<file path="src/rtl/mem_port_arbiter.sv">
// N-port round-robin memory arbiter with grant lock under back-pressure and
// an in-order grant-ID FIFO that routes responses back to their requesters.
module mem_port_arbiter #(
    parameter int NUM_PORTS       = 2,
    parameter int ADDR_W          = 32,
    parameter int DATA_W          = 32,
    parameter int MAX_OUTSTANDING = 4
) (
    input  logic                                   clk,
    input  logic                                   reset,
    input  logic [NUM_PORTS-1:0]                   req_valid,
    output logic [NUM_PORTS-1:0]                   req_ready,
    input  logic [NUM_PORTS*ADDR_W-1:0]            req_addr,
    input  logic [NUM_PORTS-1:0]                   req_we,
    input  logic [NUM_PORTS*DATA_W-1:0]            req_wdata,
    input  logic [NUM_PORTS*DATA_W/8-1:0]          req_wstrb,
    output logic [NUM_PORTS-1:0]                   resp_valid,
    output logic [DATA_W-1:0]                      resp_rdata,
    output logic                                   mem_req_valid,
    input  logic                                   mem_req_ready,
    output logic [ADDR_W-1:0]                      mem_addr,
    output logic                                   mem_we,
    output logic [DATA_W-1:0]                      mem_wdata,
    output logic [DATA_W/8-1:0]                    mem_wstrb,
    input  logic                                   mem_resp_valid,
    input  logic [DATA_W-1:0]                      mem_resp_rdata,
    output logic [$clog2(MAX_OUTSTANDING+1)-1:0]   outstanding,
    output logic                                   err_unexpected_resp
);

    localparam int ID_W   = (NUM_PORTS > 1) ? $clog2(NUM_PORTS) : 1;
    localparam int PTR_W  = (MAX_OUTSTANDING > 1) ? $clog2(MAX_OUTSTANDING) : 1;
    localparam int CNT_W  = $clog2(MAX_OUTSTANDING + 1);
    localparam int STRB_W = DATA_W / 8;

    logic [ID_W-1:0]  rr_ptr;
    logic             lock;
    logic [ID_W-1:0]  locked_id;
    logic [ID_W-1:0]  scan_sel;
    logic [ID_W-1:0]  sel;
    logic [ID_W-1:0]  id_fifo [MAX_OUTSTANDING];
    logic [PTR_W-1:0] rd_ptr;
    logic [PTR_W-1:0] wr_ptr;
    logic [ID_W-1:0]  head;
    logic             can_issue;
    logic             handshake;
    logic             pop;
    logic             fifo_empty;

    function automatic logic [PTR_W-1:0] ptr_inc(input logic [PTR_W-1:0] p);
        return (p == PTR_W'(MAX_OUTSTANDING - 1)) ? '0 : p + 1'b1;
    endfunction

    // Round-robin scan: first valid port at or after rr_ptr, wrapping.
    always_comb begin
        int unsigned idx;
        logic        found;
        idx      = 0;
        found    = 1'b0;
        scan_sel = rr_ptr;
        for (int unsigned k = 0; k < NUM_PORTS; k++) begin
            idx = 32'(rr_ptr) + k;
            if (idx >= NUM_PORTS) idx = idx - NUM_PORTS;
            if (!found && req_valid[ID_W'(idx)]) begin
                found    = 1'b1;
                scan_sel = ID_W'(idx);
            end
        end
    end

    assign sel        = lock ? locked_id : scan_sel;
    assign can_issue  = (outstanding < CNT_W'(MAX_OUTSTANDING));
    assign fifo_empty = (outstanding == '0);
    assign head       = id_fifo[rd_ptr];

    assign mem_req_valid = !reset && can_issue && req_valid[sel];
    assign handshake     = mem_req_valid && mem_req_ready;
    assign pop           = !reset && mem_resp_valid && !fifo_empty;
    assign resp_rdata    = reset ? '0 : mem_resp_rdata;

    always_comb begin
        mem_addr   = '0;
        mem_we     = 1'b0;
        mem_wdata  = '0;
        mem_wstrb  = '0;
        req_ready  = '0;
        resp_valid = '0;
        for (int unsigned i = 0; i < NUM_PORTS; i++) begin
            if (!reset && ID_W'(i) == sel) begin
                mem_addr     = req_addr[i*ADDR_W +: ADDR_W];
                mem_we       = req_we[i];
                mem_wdata    = req_wdata[i*DATA_W +: DATA_W];
                mem_wstrb    = req_wstrb[i*STRB_W +: STRB_W];
                req_ready[i] = can_issue && mem_req_ready;
            end
            if (pop && ID_W'(i) == head) resp_valid[i] = 1'b1;
        end
    end

    always_ff @(posedge clk or posedge reset) begin
        if (reset) begin
            rr_ptr              <= '0;
            lock                <= 1'b0;
            locked_id           <= '0;
            rd_ptr              <= '0;
            wr_ptr              <= '0;
            outstanding         <= '0;
            err_unexpected_resp <= 1'b0;
        end else begin
            if (handshake) begin
                rr_ptr <= (sel == ID_W'(NUM_PORTS - 1)) ? '0 : sel + 1'b1;
                lock   <= 1'b0;
                wr_ptr <= ptr_inc(wr_ptr);
            end else if (mem_req_valid) begin
                lock      <= 1'b1;
                locked_id <= sel;
            end
            if (pop) rd_ptr <= ptr_inc(rd_ptr);
            // Simultaneous push and pop leaves the in-flight count unchanged.
            if (handshake && !pop)
                outstanding <= outstanding + CNT_W'(1);
            else if (pop && !handshake)
                outstanding <= outstanding - CNT_W'(1);
            if (mem_resp_valid && fifo_empty) err_unexpected_resp <= 1'b1;
        end
    end

    always_ff @(posedge clk) begin
        if (handshake) id_fifo[wr_ptr] <= sel;
    end

endmodule
</file>
<file path="config.mk">
export PLATFORM = sky130hd
export DESIGN_NAME = mem_port_arbiter
export DESIGN_NICKNAME = d
export VERILOG_FILES = /design/src/rtl/mem_port_arbiter.sv
export SDC_FILE = /design/constraint.sdc
export NUM_CORES = 1
export LEC_CHECK = 0
export ABC_AREA = 0
export ABC_CLOCK_PERIOD_IN_PS = 4100
export BUFFER_PORTS_ARGS = -buffer_cell sky130_fd_sc_hd__buf_2
export CORE_AREA = 2 2 112 114
export DETAILED_ROUTE_END_ITERATION = 16
export DIE_AREA = 0 0 114 116
export PLACE_DENSITY = 0.46
export SKIP_CTS_REPAIR_TIMING = 1
export SLEW_MARGIN = 5
export SYNTH_ARGS = -nofsm -noshare
export SYNTH_HDL_FRONTEND = slang
export SYNTH_SLANG_ARGS = --single-unit
export TNS_END_PERCENT = 10
</file>
<file path="constraint.sdc">
create_clock -name clk -period 4.1 [get_ports clk]
set_input_delay 0.205 -clock clk [delete_from_list [all_inputs] [get_ports clk]]
set_output_delay 0.205 -clock clk [all_outputs]
set_load 0.01 [all_outputs]
</file>
* After elaboration in Yosys (flattened, before gate mapping) *
Memories as Yosys holds them, arrays and structs flattened.
Index checks and enable logic that the tools add are counted.

cells by class
  $add $sub $neg = 8
  magnitude comparators = 6
  equal/unequal tests = 2
  multiplexer cells = 34
  bitwise logic cells = 3
  reductions and logical operators = 23

operator list
  operator             number
  $mux 32              5
  $mux 1               23
  $logic_and 1x1->1    14
  $mux 4               2
  $lt 1x2->1 const B   3
  $mux 3               2
  $logic_not 1->1      5
  $add 2x1->2 const B  2
  $eq 2x2->1 const B   2
  $mux 2               2
  $reduce_bool 2->1    2
  $add 3x1->3 const B  1
  $logic_not 3->1      1
  $lt 3x3->1 const B   1
  $not 1->1            3
  $sub 3x1->3 const B  1
  $add 1x1->2 const B  1
  $ge 1x2->1 const B   1
  $ge 2x2->1 const B   1
  $reduce_and 2->1     1
  $sub 1x1->1 const B  2
  $add 1x1->1 const B  1

storage, ports and cells
  bits in registers = 11
  memory bits (writable) = 4
  input port bits = 176
  output and inout port bits = 110
  memories kept = 1

memories
  name     depth  width  rd ports  clocked after Yosys merged registers in  write ports  RTL line  text
  id_fifo  4      1      1         0                                        1            41        logic [ID_W-1:0] id_fifo [MAX_OUTSTANDING];

* Longest topological paths before layout *
  depth in word-level cells = 17
  mapped depth = 9
  gate-level depth less buffers = 9

* Least setup slack after synthesis *
No wires, ideal clock.

  path kind = reg2reg
  start point = reg locked_id
  end point = reg outstanding[2]
  setup time = 80 ps
  arrival time = 2287 ps
  setup slack = 1733 ps
  stages on the path, launching flop included = 10
  period minus slack after synthesis = 2367 ps
  cells stage by stage = dfrtp_1 -> mux2i_1 -> a2111oi_4 -> and2_2 -> ha_1 -> inv_1 -> fa_1 -> xor2_1 -> nor2_1 -> xor2_1

on the way
  cells in the longest elaborated chain, start to end = 8
  elaborated cells on any way between the ends = 10

RTL lines
  element                                      RTL line  text
  start, declared                              38        logic [ID_W-1:0] locked_id;
  start signal, assigned                       116       locked_id <= sel;
  $mux 1 *                                     71        assign sel = lock ? locked_id : scan_sel;
  $mux 1 (implied by the code) * (2 in a row)  76        assign mem_req_valid = !reset && can_issue && req_valid[sel];
  $logic_and 1x1->1 *                          76
  net mem_req_valid                            19        output logic mem_req_valid,
  $logic_and 1x1->1 *                          77        assign handshake = mem_req_valid && mem_req_ready;
  net handshake                                46        logic handshake;
  $logic_not 1->1                              122       else if (pop && !handshake)
  $logic_and 1x1->1                            122
  $reduce_bool 2->1 (no line)                  n/a
  end signal, assigned                         121       outstanding <= outstanding + CNT_W'(1);
  end signal, assigned                         123       outstanding <= outstanding - CNT_W'(1);
  end, declared                                27        output logic [$clog2(MAX_OUTSTANDING+1)-1:0] outstanding,

The timed path passes the listed nets; every way through them passes the cells marked *. The select of a mux whose other input is x is not followed.
A chain may end at the register's enable or synchronous reset.

* Worst setup path after layout *
  start point = in reset
  end point = out mem_wstrb[1]

on the way
  cells in the longest elaborated chain, start to end = 4
  elaborated cells on any way between the ends = 5

RTL lines
  element                      RTL line  text
  start, declared              10        input logic reset,
  $logic_not 1->1 (no line) *  n/a
  $logic_and 1x1->1            89        if (!reset && ID_W'(i) == sel) begin
  $mux 4                       89
  $mux 4 *                     89
  end, declared                24        output logic [DATA_W/8-1:0] mem_wstrb,

Mark *: on every way between the ends. The rest lies on a longest branch, timed or not.

==> reports/results.ini <==
[run_status]
status=finished, final reports clean

[floorplan]
die_area_mm2=0.0132
die_x_um=114
row_count=40
io_pins=286
dieHeight_um=116
start_util_pct=14.7
core-area_mm2=0.0119

[routing]
avgRoutedWirePerCell_um=15.3
drt-pass1-iter-count=4
viasPerCell=4.32
postRouteWirelength_um=9420
drtIter0Drc=104
route.vias.total=2664
detail-route-antenna-nets=0
drcViolationCount=0

[critical_path]
cp.required_ns=3.89
reg2regPathDepth=9
start_kind=input port
rr_startpoint=locked_id
rr_endpoint=outstanding[2]
worst_setup_path_end_kind=output port
critical_path_class=in2out
critPathMaxFanout=69
regToRegSetupSlack_ns=1.63
cp.arrival_ns=2.32

[min_path]
min_path_cells=2
hold_path.class=in2reg
hp-start=mem_resp_valid
hold_end=err_unexpected_resp

[grt]
grt_antenna_before_repair=0
grt-ovfl-total=0
grt_max_degree=70
grt_pass1_wl_um=12100
grt_pass1_vias=2311
grt_util_all_layers_pct=11.7

[sta]
setup_violations=0
rsz0062_at_grt=no
tns_ns=0
skew_ns=0.000794
fin_crit_sh_pct=61.5
slew_headroom_pct=52.7
finalCriticalPeriod_ns=2.52
drv_slew=0
worst_pin_slew_ns=0.709
max_freq_mhz=396
hold_viol_final=0

[flow_run]
drv_cap=0

[synth]
ys_seq_elements=15
ys_top_cells_by_count=69 x a22o_1, 33 x nor2b_1, 11 x dfrtp_1
synth_cell_types=36
syn_avg_cell_area_um2=8.89
synth_top_area_cell=a22o_1
synthArstFlopShare_pct=73.3
yosys_most_used_dff=dfrtp_1
syn_nets=380
yosys-top-cells-area=a22o_1 35%, dfrtp_1 16%, nor2b_1 12%, edfxtp_1 6.9%, ha_1 4.3%
yosysWarnings=0
synth_edf_count=4
yosysSeqAreaShare_pct=22.6
synth_area_mm2=0.00175
post-synth-top-count-cell=a22o_1
synth_top_area_share_pct=34.5
synthesis.instances=197

[cells_and_area]
postLayoutCoreUtil_pct=28.4
layout.nets=653
antenna_cells=0
fill_cells=1304
syn_to_final_growth_pct=93.1
drive_gt1_share_pct=63.1

[clock_tree]
cts_tree=built
cts_sinks=15
root_buffer=clkbuf_16
clk_latency_ns=0.24
clk_pin_slew_ns=0.05
h-tree-depth=1
cts_buffer_depth=2
cts_buffers=3

[pwr]
power_density_mw_per_mm2=357
leakage_nw=1.96
irDropWorstVdd_mv=0.161

[placement]
place_congestion=0.794
hpwl_um=8080
portBuffers=285

critical path, stage by stage:
cell and delay [ns]:
buf_2 0.52, inv_1 0.43, nand2_1 0.24, nor2_4 0.03, buf_4 0.33, a22o_1 0.35
buf_2 0.15
metrics by stage:
step                      worst slack [ns]  instances  total power, mW  hold WS (ns)  area [um2]
after floorplan                       1.73        197            0.715         0.237        1750
after global placement                1.57        612             1.03         0.438        3300
after detailed placement              1.52        612             1.03         0.424        3300
after CTS                             1.51        616             1.22         0.176        3380
after global routing                  1.32        616             1.30         0.196        3380
final                                 1.58        616             1.21         0.181        3380
layout by cell type (no fill, tap or decap), types with 3 or more instances in the layout:
cell	netlist	routed
buf_2	8	285
nor3_1	3	3
nor2b_1	33	33
nor2_1	6	5
dfrtp_1	11	11
a22o_1	69	69
clkbuf_16	0	3
edfxtp_1	4	4
nand2_1	8	8
inv_1	6	6
and3_1	5	5
ha_1	6	6
sequential cells by signal (all words and copies together) (netlist names):
| signal | count |
|---|---|
| outstanding | 3 |
| id_fifo | 4 |
| rd_ptr | 2 |
| err_unexpected_resp | 1 |
| rr_ptr | 1 |
| wr_ptr | 2 |
| lock | 1 |
| locked_id | 1 |
worst max-delay path by stage:
stage / to / startpoint / cells after the start
floorplan: outstanding[2] / locked_id / 9
global placement: mem_wstrb[1] / reset / 7
detailed placement: mem_wstrb[1] / reset / 7
CTS: mem_wstrb[1] / reset / 7
global route: mem_wstrb[1] / reset / 7
finish: mem_wstrb[1] / reset / 7
power by group:
| group | switching [mW] | internal [mW] | leakage (nW) |
|---|---|---|---|
| clock network | 0.0544 | 0.131 | 0.0382 |
| logic | 0.381 | 0.367 | 1.76 |
| registers | 0.0671 | 0.207 | 0.158 |
area by class of cell:
class                      instances  area (um2)  area share, %
clock buffer                       4        78.8           2.33
inverter                           6        22.5          0.666
multi-input combinational        157        1260           37.2
sequential                        15         395           11.7
tap                              147         184           5.44
timing repair buffer             287        1440           42.6
metal layers:
metal	part of all wire (%)	global-route usage [%]	wire, um	vias to the layer above
li1	-	-	-	1297
met3	9.1	1.62	856	4
met2	53	22.8	4960	188
met5	0	0	0	-
met1	37	13.5	3530	1175
met4	0.80	2.36	75	0
cell families after synthesis:
| family | synth area share, % |
|---|---|
| simple gates | 20.2 |
| buf+inv | 6.36 |
| xor+xnor | 1.50 |
| mux | 3.79 |
| fa+ha+maj | 5.43 |
| compound gates | 40.2 |
| flops | 22.6 |
No activity file was read; power rests on OpenSTA's default activity.
